### src/rtl/wb_write_arbiter.sv
// Writeback arbiter: merges ALU (A) and load-unit (B) writes into one register file
// write port, with an anti-starvation priority swap for B and in-flight write forwarding.
module wb_write_arbiter #(
    parameter int unsigned ADDR_WIDTH   = 5,
    parameter int unsigned DATA_WIDTH   = 32,
    parameter int unsigned STARVE_LIMIT = 4,
    parameter bit          ZERO_DISCARD = 1'b1
) (
    input  logic                  clk,
    input  logic                  rst,
    input  logic                  a_valid,
    output logic                  a_ready,
    input  logic [ADDR_WIDTH-1:0] a_addr,
    input  logic [DATA_WIDTH-1:0] a_data,
    input  logic                  b_valid,
    output logic                  b_ready,
    input  logic [ADDR_WIDTH-1:0] b_addr,
    input  logic [DATA_WIDTH-1:0] b_data,
    output logic                  rf_wen,
    output logic [ADDR_WIDTH-1:0] rf_waddr,
    output logic [DATA_WIDTH-1:0] rf_wdata,
    input  logic [ADDR_WIDTH-1:0] q_addr,
    output logic                  q_hit,
    output logic [DATA_WIDTH-1:0] q_data
);

    localparam int unsigned CNT_W = $clog2(STARVE_LIMIT + 1);

    typedef enum logic {
        PRIO_A,
        PRIO_B
    } state_t;

    state_t                  state;
    state_t                  state_nxt;
    logic [CNT_W-1:0]        starve_cnt;
    logic [CNT_W-1:0]        starve_cnt_nxt;
    logic                    xfer;
    logic                    wen_nxt;
    logic [ADDR_WIDTH-1:0]   win_addr;
    logic [DATA_WIDTH-1:0]   win_data;

    // Grant and priority-swap logic; no grants while reset is asserted.
    always_comb begin
        a_ready        = 1'b0;
        b_ready        = 1'b0;
        state_nxt      = state;
        starve_cnt_nxt = starve_cnt;
        if (!rst) begin
            case (state)
                PRIO_A: begin
                    a_ready = a_valid;
                    b_ready = b_valid & ~a_valid;
                    if (b_ready || !b_valid) begin
                        starve_cnt_nxt = '0;
                    end else if (a_ready) begin
                        if (starve_cnt < CNT_W'(STARVE_LIMIT)) begin
                            starve_cnt_nxt = starve_cnt + CNT_W'(1);
                        end
                        if (starve_cnt == CNT_W'(STARVE_LIMIT - 1)) begin
                            state_nxt = PRIO_B;
                        end
                    end
                end
                PRIO_B: begin
                    b_ready = b_valid;
                    a_ready = a_valid & ~b_valid;
                    if (b_ready || !b_valid) begin
                        state_nxt      = PRIO_A;
                        starve_cnt_nxt = '0;
                    end
                end
                default: begin
                    state_nxt      = PRIO_A;
                    starve_cnt_nxt = '0;
                end
            endcase
        end
    end

    assign xfer     = a_ready | b_ready;
    assign win_addr = a_ready ? a_addr : b_addr;
    assign win_data = a_ready ? a_data : b_data;
    assign wen_nxt  = xfer & ~(ZERO_DISCARD && (win_addr == '0));

    // State, counter and the single output register.
    always_ff @(posedge clk) begin
        if (rst) begin
            state      <= PRIO_A;
            starve_cnt <= '0;
            rf_wen     <= 1'b0;
            rf_waddr   <= '0;
            rf_wdata   <= '0;
        end else begin
            state      <= state_nxt;
            starve_cnt <= starve_cnt_nxt;
            rf_wen     <= wen_nxt;
            if (xfer) begin
                rf_waddr <= win_addr;
                rf_wdata <= win_data;
            end
        end
    end

    assign q_hit  = rf_wen & (rf_waddr == q_addr);
    assign q_data = rf_wdata;

endmodule

### config.mk
export PLATFORM = sky130hd
export DESIGN_NAME = wb_write_arbiter
export DESIGN_NICKNAME = d
export VERILOG_FILES = /design/src/rtl/wb_write_arbiter.sv
export SDC_FILE = /design/constraint.sdc
export NUM_CORES = 1
export LEC_CHECK = 0
export CORE_AREA = 3 3 85 87
export CTS_BUF_LIST = sky130_fd_sc_hd__clkbuf_16
export DETAILED_ROUTE_END_ITERATION = 8
export DIE_AREA = 0 0 88 90
export PLACE_DENSITY_LB_ADDON = 0.1
export SLEW_MARGIN = 20
export SYNTH_ARGS = -nofsm -noshare
export SYNTH_HDL_FRONTEND = slang
export SYNTH_SLANG_ARGS = --single-unit
### constraint.sdc
create_clock -name clk -period 3.55 [get_ports clk]
set_clock_uncertainty 0.15 [all_clocks]
set_input_delay 0.355 -clock clk [delete_from_list [all_inputs] [get_ports clk]]
set_output_delay 0.355 -clock clk [all_outputs]
set_load 0.02 [all_outputs]
# Yosys cells after proc, flatten, opt, wreduce, memory -nomap -nowiden
# Cells that the tools add are included.
word_totals:
  output_inout_bits: 73
  register_bits: 42
  in_bits: 83
  word_cells: 38
op_classes:
  n_eq_ne: 4
  order_cmp: 1
  n_reduce_logical: 4
  n_bitwise: 9
  mux: 14
  addsub: 1
ops:
  columns: ["op", "n"]
  rows:
  - ["2-to-1 mux 32 bit", 1]
  - ["2-to-1 mux 3 bit", 3]
  - ["!= test 3 bit (second input constant)", 2]
  - ["case mux 1 bit (2 select lines)", 3]
  - ["case mux 3 bit (2 select lines)", 1]
  - ["== test 5 bit", 1]
  - ["zero test 5 bit", 1]
  - ["2-to-1 mux 1 bit", 5]
  - ["2-to-1 mux 5 bit", 1]
  - ["bitwise AND 1 bit", 4]
  - ["NOT 1 bit", 4]
  - ["adder 3 x 1 -> 3 bit (second input constant)", 1]
  - ["== test 3 x 2 -> 1 bit (second input constant)", 1]
  - ["< comparator 3 bit (second input constant)", 1]
  - ["AND reduction 2 bit", 1]
  - ["zero test 1 bit", 1]
  - ["logical OR 1 bit", 1]
  - ["OR 1 bit", 1]

# Logic depth before layout (Yosys ltp)
# Gate-level depths: netlist of the first run.
logic_depth:
  word_depth: 8
  mapped_depth: 6
  mapped_depth_nobuf: 3

# Worst setup path after synthesis of the first run
# Ideal clock, no wire load.
synth_path:
  path_kind: "register -> output"
  start: "register rf_waddr[1]"
  end: "output q_hit"
  path_buffers: 0
  arrival_ps: 1073
  stages_incl_launch_ff: 4
  required_ps: 3045
  setup_slack_ps: 1972
  path_cell_list: "dfxtp_1 > xor2_1 > nor4_1 > and3_1"
synth_via:
  elab_chain_len: 2
synth_lines:
  columns: ["item", "line_no", "text"]
  rows:
  - ["start: declaration", "20", "output logic [ADDR_WIDTH-1:0] rf_waddr,"]
  - ["start signal: assignment", "99", "rf_waddr <= win_addr;"]
  - ["== test 5 bit", "105", "assign q_hit = rf_wen & (rf_waddr == q_addr);"]
  - ["bitwise AND 1 bit", "105", null]
  - ["end: declaration", "23", "output logic q_hit,"]
# Every way passes these cells.

# Final worst setup path of the first run
layout_path:
  start: "input b_valid"
  end: "output b_ready"
layout_via:
  elab_chain_len: 3
layout_lines:
  columns: ["item", "line_no", "text"]
  rows:
  - ["start: declaration", "15", "input logic b_valid,"]
  - ["bitwise AND 1 bit", "53", "b_ready = b_valid & ~a_valid;"]
  - ["case mux 1 bit (2 select lines) (*)", "50", "case (state)"]
  - ["2-to-1 mux 1 bit (*)", "49", "if (!rst) begin"]
  - ["end: declaration", "16", "output logic b_ready,"]
# Every way passes the cells marked *; elsewhere a longest branch is shown, timed or not.

==> results.yml, run 1 <==
global_route:
  track_usage: 0.193
  grt_max_degree: 68
  antenna_found_initial: 0
  grt_pass1_wl_um: 12600
  grt_overflow: 0
  grt_pass1_vias: 2473
setup_path:
  regToRegSetupSlack_ns: 1.71
  r2r_end: "q_data[30]"
  crit_path_end_kind: "output port"
  critPathKind: "primary input to output port"
  r2r_start: "state"
  reg2reg_depth: 5
  timing.critical_path.arrival_ns: 2.09
  critPathLaunchType: "primary input"
  required_ns: 3.04
  cp_max_fo: 21
synth:
  synth_nets: 364
  synth_area_leaders: "dfxtp_1 32%, mux2_2 14%, o221a_2 13%"
  synth_top_area_share: 0.316
  yosys_warnings: 0
  syn_inst: 279
  syn_area_mm2: 0.00266
  syn_avg_cell_area_um2: 9.53
  ys_types: 36
  yosys.area.top_type: "dfxtp_1"
  synth_seq_cells: 42
  synth-seq-area-share: 0.316
final_layout:
  layout.cells.most_common_list: "153 x clkdlybuf4s50_1, 42 x dfxtp_1, 39 x nor2_1, 32 x mux2_2, 32 x nor3b_1"
  nNetsFinal: 474
  num-fill-cells: 582
  antenna_cells: 0
  post-route-cell-area_mm2: 0.00410
  final_common_cell: "clkdlybuf4s50_1"
  synthToLayoutAreaGrowth_pct: 54.1
  drive_gt1_frac: 0.206
timing:
  finalSetupTns_ns: 0
  setup_viol: 0
  min_period_ns: 2.59
  clock.fmax_mhz: 386
  drv_slew: 0
  hold_viol_final: 0
  worst_pin_slew_ns: 0.680
  rsz0062_at_grt: "no"
  relSlewSlack: 0.547
  period_share: 0.730
drt:
  met2_length_um: 3600
  drt_iter0_markers: 95
  firstDrtPassIters: 4
  dr_wl_met3_um: 540
  ant_nets: 0
  finalWirelength_um: 7780
  drc: 0
  m1WireLength_um: 3570
  top_layer: "met4"
  post_drt_via_cell_ratio: 5.34
  num_vias: 2487
  wire_per_inst_um: 16.7
placement:
  io_buffer_count: 155
  dp.final_hpwl_um: 5530
  finalWeightedCongestion: 0.876
  dpl_cell_area_mm2: 0.00396
clocking:
  holdBufCountCts: 0
  root_buffer: "clkbuf_16"
  h-tree-depth: 2
  cts_buffers: 5
  insertion_delay_ns: 0.27
  cts_tree: "built"
  path_clk_slew_ns: 0.06
  post-cts-setup-buffer-count: 0
  cts_resized: 0
  clock_sinks: 42
  clk_path_buf_depth: 2
power:
  powerDensity_mw_per_mm2: 346
  power_leakage_uw: 0.00154
  total_power_uw: 1420
  ir_worst_vdd_v: 0.000232
hold_path:
  hold_depth: 4
  holdPathEnd: "rf_waddr[4]"
  min_path_type: "primary input to register"
  hold_start: "a_valid"
floorplan:
  core_mm2: 0.00642
  die_h_um: 90
  dieArea_mm2: 0.00792
  ios: 156
  rows: 29
  chipWidth_um: 88
  start_util: 0.414
run_status:
  status: "completed"
job:
  maxCapViolations: 0
[flip-flops by register name, indices dropped and copies added (netlist names)]
name and flops:
q_data 32, rf_waddr 5, starve_cnt 3, rf_wen 1
state 1
[worst max-delay path by stage]
stage | start | to | slack (ns) | cells after the start
2_1_floorplan | rf_waddr[1] | q_hit | 1.97 | 3
6_report | b_valid | b_ready | 0.96 | 6
5_1_grt | b_valid | b_ready | 0.82 | 6
3_3_place_gp | b_valid | b_ready | 0.98 | 6
3_5_place_dp | q_addr[1] | q_hit | 0.95 | 5
4_1_cts | q_addr[1] | q_hit | 0.94 | 5
[logic make-up (layout without fill, tap and decap cells)]
kind of cell,count (synthesis),in the layout,share of synthesized area
buffers and inverters,60,170,0.145
DFF,42,42,0.316
muxes,33,33,0.139
xor gates and xnor gates,6,6,0.0198
AOI/OAI and AO/OA,49,49,0.187
adders and majority gates,2,2,0.00941
and+or+nand+nor,87,87,0.183
[cell usage after synthesis, drive strengths merged]
| master | n |
|---|---|
| a21bo | 1 |
| a21boi | 1 |
| a21oi | 2 |
| a311oi | 4 |
| a32oi | 1 |
| and3 | 2 |
| buf | 46 |
| clkbuf | 12 |
| dfxtp | 42 |
| ha | 2 |
| inv | 2 |
| mux2 | 32 |
| mux2i | 1 |
| nand2 | 3 |
| nand2b | 1 |
| nand3b | 4 |
| nor2 | 39 |
| nor2b | 2 |
| nor3 | 1 |
| nor3b | 32 |
| nor4 | 2 |
| o21a | 1 |
| o21ai | 4 |
| o21ba | 1 |
| o21bai | 1 |
| o221a | 32 |
| o32ai | 1 |
| or4 | 1 |
| xnor2 | 1 |
| xor2 | 5 |
[metrics by stage]
step,utilization,std cells,setup WS [ns],hold slack (ns)
finish,0.638,466,0.960,0.293
global route,0.638,466,0.822,0.324
CTS,0.638,466,0.938,0.293
detailed placement,0.617,459,0.950,0.344
global placement,0.617,459,0.977,0.329
floorplan,-,279,1.97,0.318
[critical path: stages]
cell	delay, ns
clkdlybuf4s50_1	0.48
buf_4	0.27
nor2b_2	0.23
nand2_1	0.09
inv_1	0.06
clkdlybuf4s50_1	0.59
[cell type report]
| type | count | area, µm² | share of cell area |
|---|---|---|---|
| tap | 77 | 96.3 | 0.0235 |
| clock inverter | 2 | 7.51 | 0.00183 |
| clock buffer | 5 | 125 | 0.0306 |
| sequential | 42 | 841 | 0.205 |
| multi-input combinational | 177 | 1430 | 0.350 |
| timing repair buffer | 161 | 1590 | 0.387 |
| inverter | 2 | 7.51 | 0.00183 |
[where the power goes]
group | switching, µW | internal (µW) | total (µW)
clock network | 174 | 252 | 425
registers | 26.3 | 507 | 533
logic | 192 | 265 | 457
[metal layers]
layer  track usage  vias to the layer above
li1              -                     1210
met2         0.317                      100
met4        0.0384                        0
met5             0                        -
met3        0.0430                        6
met1         0.257                     1171
(Power assumes the default switching activity.)
==> inputs of run 2 (changes only) <==
--- a/config.mk
+++ b/config.mk
@@ -5,10 +5,10 @@
 export SDC_FILE = /design/constraint.sdc
 export NUM_CORES = 1
 export LEC_CHECK = 0
-export CORE_AREA = 3 3 85 87
+export CORE_AREA = 3 3 88 90
 export CTS_BUF_LIST = sky130_fd_sc_hd__clkbuf_16
 export DETAILED_ROUTE_END_ITERATION = 8
-export DIE_AREA = 0 0 88 90
+export DIE_AREA = 0 0 91 93
 export PLACE_DENSITY_LB_ADDON = 0.1
 export SLEW_MARGIN = 20
 export SYNTH_ARGS = -nofsm -noshare
==> constraint.sdc (replaced) <==
create_clock -name clk -period 2.7 [get_ports clk]
set_clock_uncertainty 0.15 [all_clocks]
set_input_delay 0.27 -clock clk [delete_from_list [all_inputs] [get_ports clk]]
set_output_delay 0.27 -clock clk [all_outputs]
set_load 0.02 [all_outputs]
==> run 2 against run 1 <==
Sequential share of layout area is 0.21 points lower. Clock-buffer cell count stayed put. Via count is 0.44% higher. Sequential cell count stayed put. Worst setup slack worse by 0.68 ns. Utilization is 5.8 points lower. Sequential power is 32% higher. Critical endpoint is now q_hit.
==> results.yml, run 2 (same netlist as run 1, synthesis figures left out) <==
power:
  switching_share: 0.279
  switchingPower_uw: 521
  internal_power_uw: 1350
  clkPwrFrac: 0.303
  combPwrFrac: 0.321
  powerDensity_mw_per_mm2: 451
  power_leakage_uw: 0.00155
  ir_worst_vdd_v: 0.000211
  seqPwrFrac: 0.375
setup_path:
  regToRegSetupSlack_ns: 1.05
  required_ns: 2.28
  critPathKind: "primary input to output port"
  crit_path_end_kind: "output port"
  cp-endpoint: "q_hit"
  r2r_end: "rf_wen"
  cp_max_fo: 1
  r2r_start: "state"
  timing.critical_path.arrival_ns: 2.00
  reg2reg_depth: 4
  cp-startpoint: "q_addr[1]"
  critPathLaunchType: "primary input"
run_status:
  status: "completed"
placement:
  place_ws_ns: 0.222
  dp.cells: 483
  io_buffer_count: 155
  dp.final_hpwl_um: 5490
  finalWeightedCongestion: 0.793
floorplan:
  core_mm2: 0.00714
  chipWidth_um: 91
  ios: 156
  start_util: 0.372
  dieArea_mm2: 0.00846
  rows: 31
  die_h_um: 93
timing:
  clock.fmax_mhz: 413
  drv_slew: 0
  relSlewSlack: 0.729
  rsz0062_at_grt: "no"
  hold_viol_final: 0
  setup_viol: 0
  worst_pin_slew_ns: 0.406
  min_period_ns: 2.42
  period_share: 0.897
  finalWorstSetupSlack_ns: 0.279
  finalSetupTns_ns: 0
final_layout:
  nNetsFinal: 476
  drive_gt1_frac: 0.210
  synthToLayoutAreaGrowth_pct: 55.7
  antenna_cells: 0
  largest_reg_flops: 32
  fin_cells: 490
  layout.cells.most_common_list: "153 x clkdlybuf4s50_1, 42 x dfxtp_1, 39 x nor2_1, 32 x mux2_2, 32 x nor3b_1"
  final_core_util: 0.580
  final_common_cell: "clkdlybuf4s50_1"
clocking:
  root_buffer: "clkbuf_16"
  insertion_delay_ns: 0.28
  clk_path_buf_depth: 2
  clock_sinks: 42
  cts_tree: "built"
  holdBufCountCts: 0
  path_clk_slew_ns: 0.06
  cts_buffers: 5
  post-cts-setup-buffer-count: 0
  h-tree-depth: 2
  cts_resized: 0
hold_path:
  min_path_type: "primary input to register"
drt:
  finalWirelength_um: 7630
  wire_per_inst_um: 15.6
  firstDrtPassIters: 4
  ant_nets: 0
  post_drt_via_cell_ratio: 5.10
  num_vias: 2498
  drt_iter0_markers: 59
  drc: 0
global_route:
  grt_overflow: 0
  grt_pass1_vias: 2443
  track_usage: 0.176
  antenna_found_initial: 0
  grt_max_degree: 33
  grt_pass1_wl_um: 12300
job:
  maxCapViolations: 0
-- run 2: worst min path at each step --
stage | startpoint | endpoint | slack (ns) | cells after the start
6_report | rst | starve_cnt[1] | 0.21 | 4
5_1_grt | rst | starve_cnt[1] | 0.22 | 4
4_1_cts | rst | starve_cnt[1] | 0.21 | 4
3_5_place_dp | starve_cnt[1] | starve_cnt[1] | 0.35 | 2
3_3_place_gp | starve_cnt[1] | starve_cnt[1] | 0.33 | 2
2_1_floorplan | b_addr[0] | rf_waddr[0] | 0.30 | 2
-- run 2: area by class of cell --
class	instances	area, µm²
Fill cell	654	3000
Timing Repair Buffer	163	1600
Multi-Input combinational cell	177	1430
Sequential cell	42	841
Clock buffer	5	125
Tap cell	99	124
Clock inverter	2	7.51
Inverter	2	7.51
-- run 2: stage by stage --
step	hold WS (ns)	power (µW)	area, µm²
global route	0.223	1960	4140
global placement	0.334	1310	4010
floorplan	0.303	1050	2660
CTS	0.207	1890	4140
detailed placement	0.347	1320	4010
finish	0.208	1870	4140
-- run 2: power by group through the flow --
stage                     clock, µW  sequential, µW  combinational (µW)
after floorplan                   0             763                 287
after CTS                       586             702                 604
final                           566             701                 600
after global placement            0             715                 595
after detailed placement          0             715                 602
after global routing            616             708                 639
-- run 2: per-layer routing --
layer  GRT usage  up-vias  wire, µm
met5           0        -         0
met4      0.0415        0        66
met3      0.0459        5       502
met2       0.297       91      3660
met1       0.225     1184      3400
li1            -     1218         -
-- run 2: worst max-delay path: stages --
cell and delay (ns):
clkdlybuf4s50_1 0.42, xor2_1 0.14, nor4_1 0.35, and3_1 0.22, clkdlybuf4s50_1 0.60
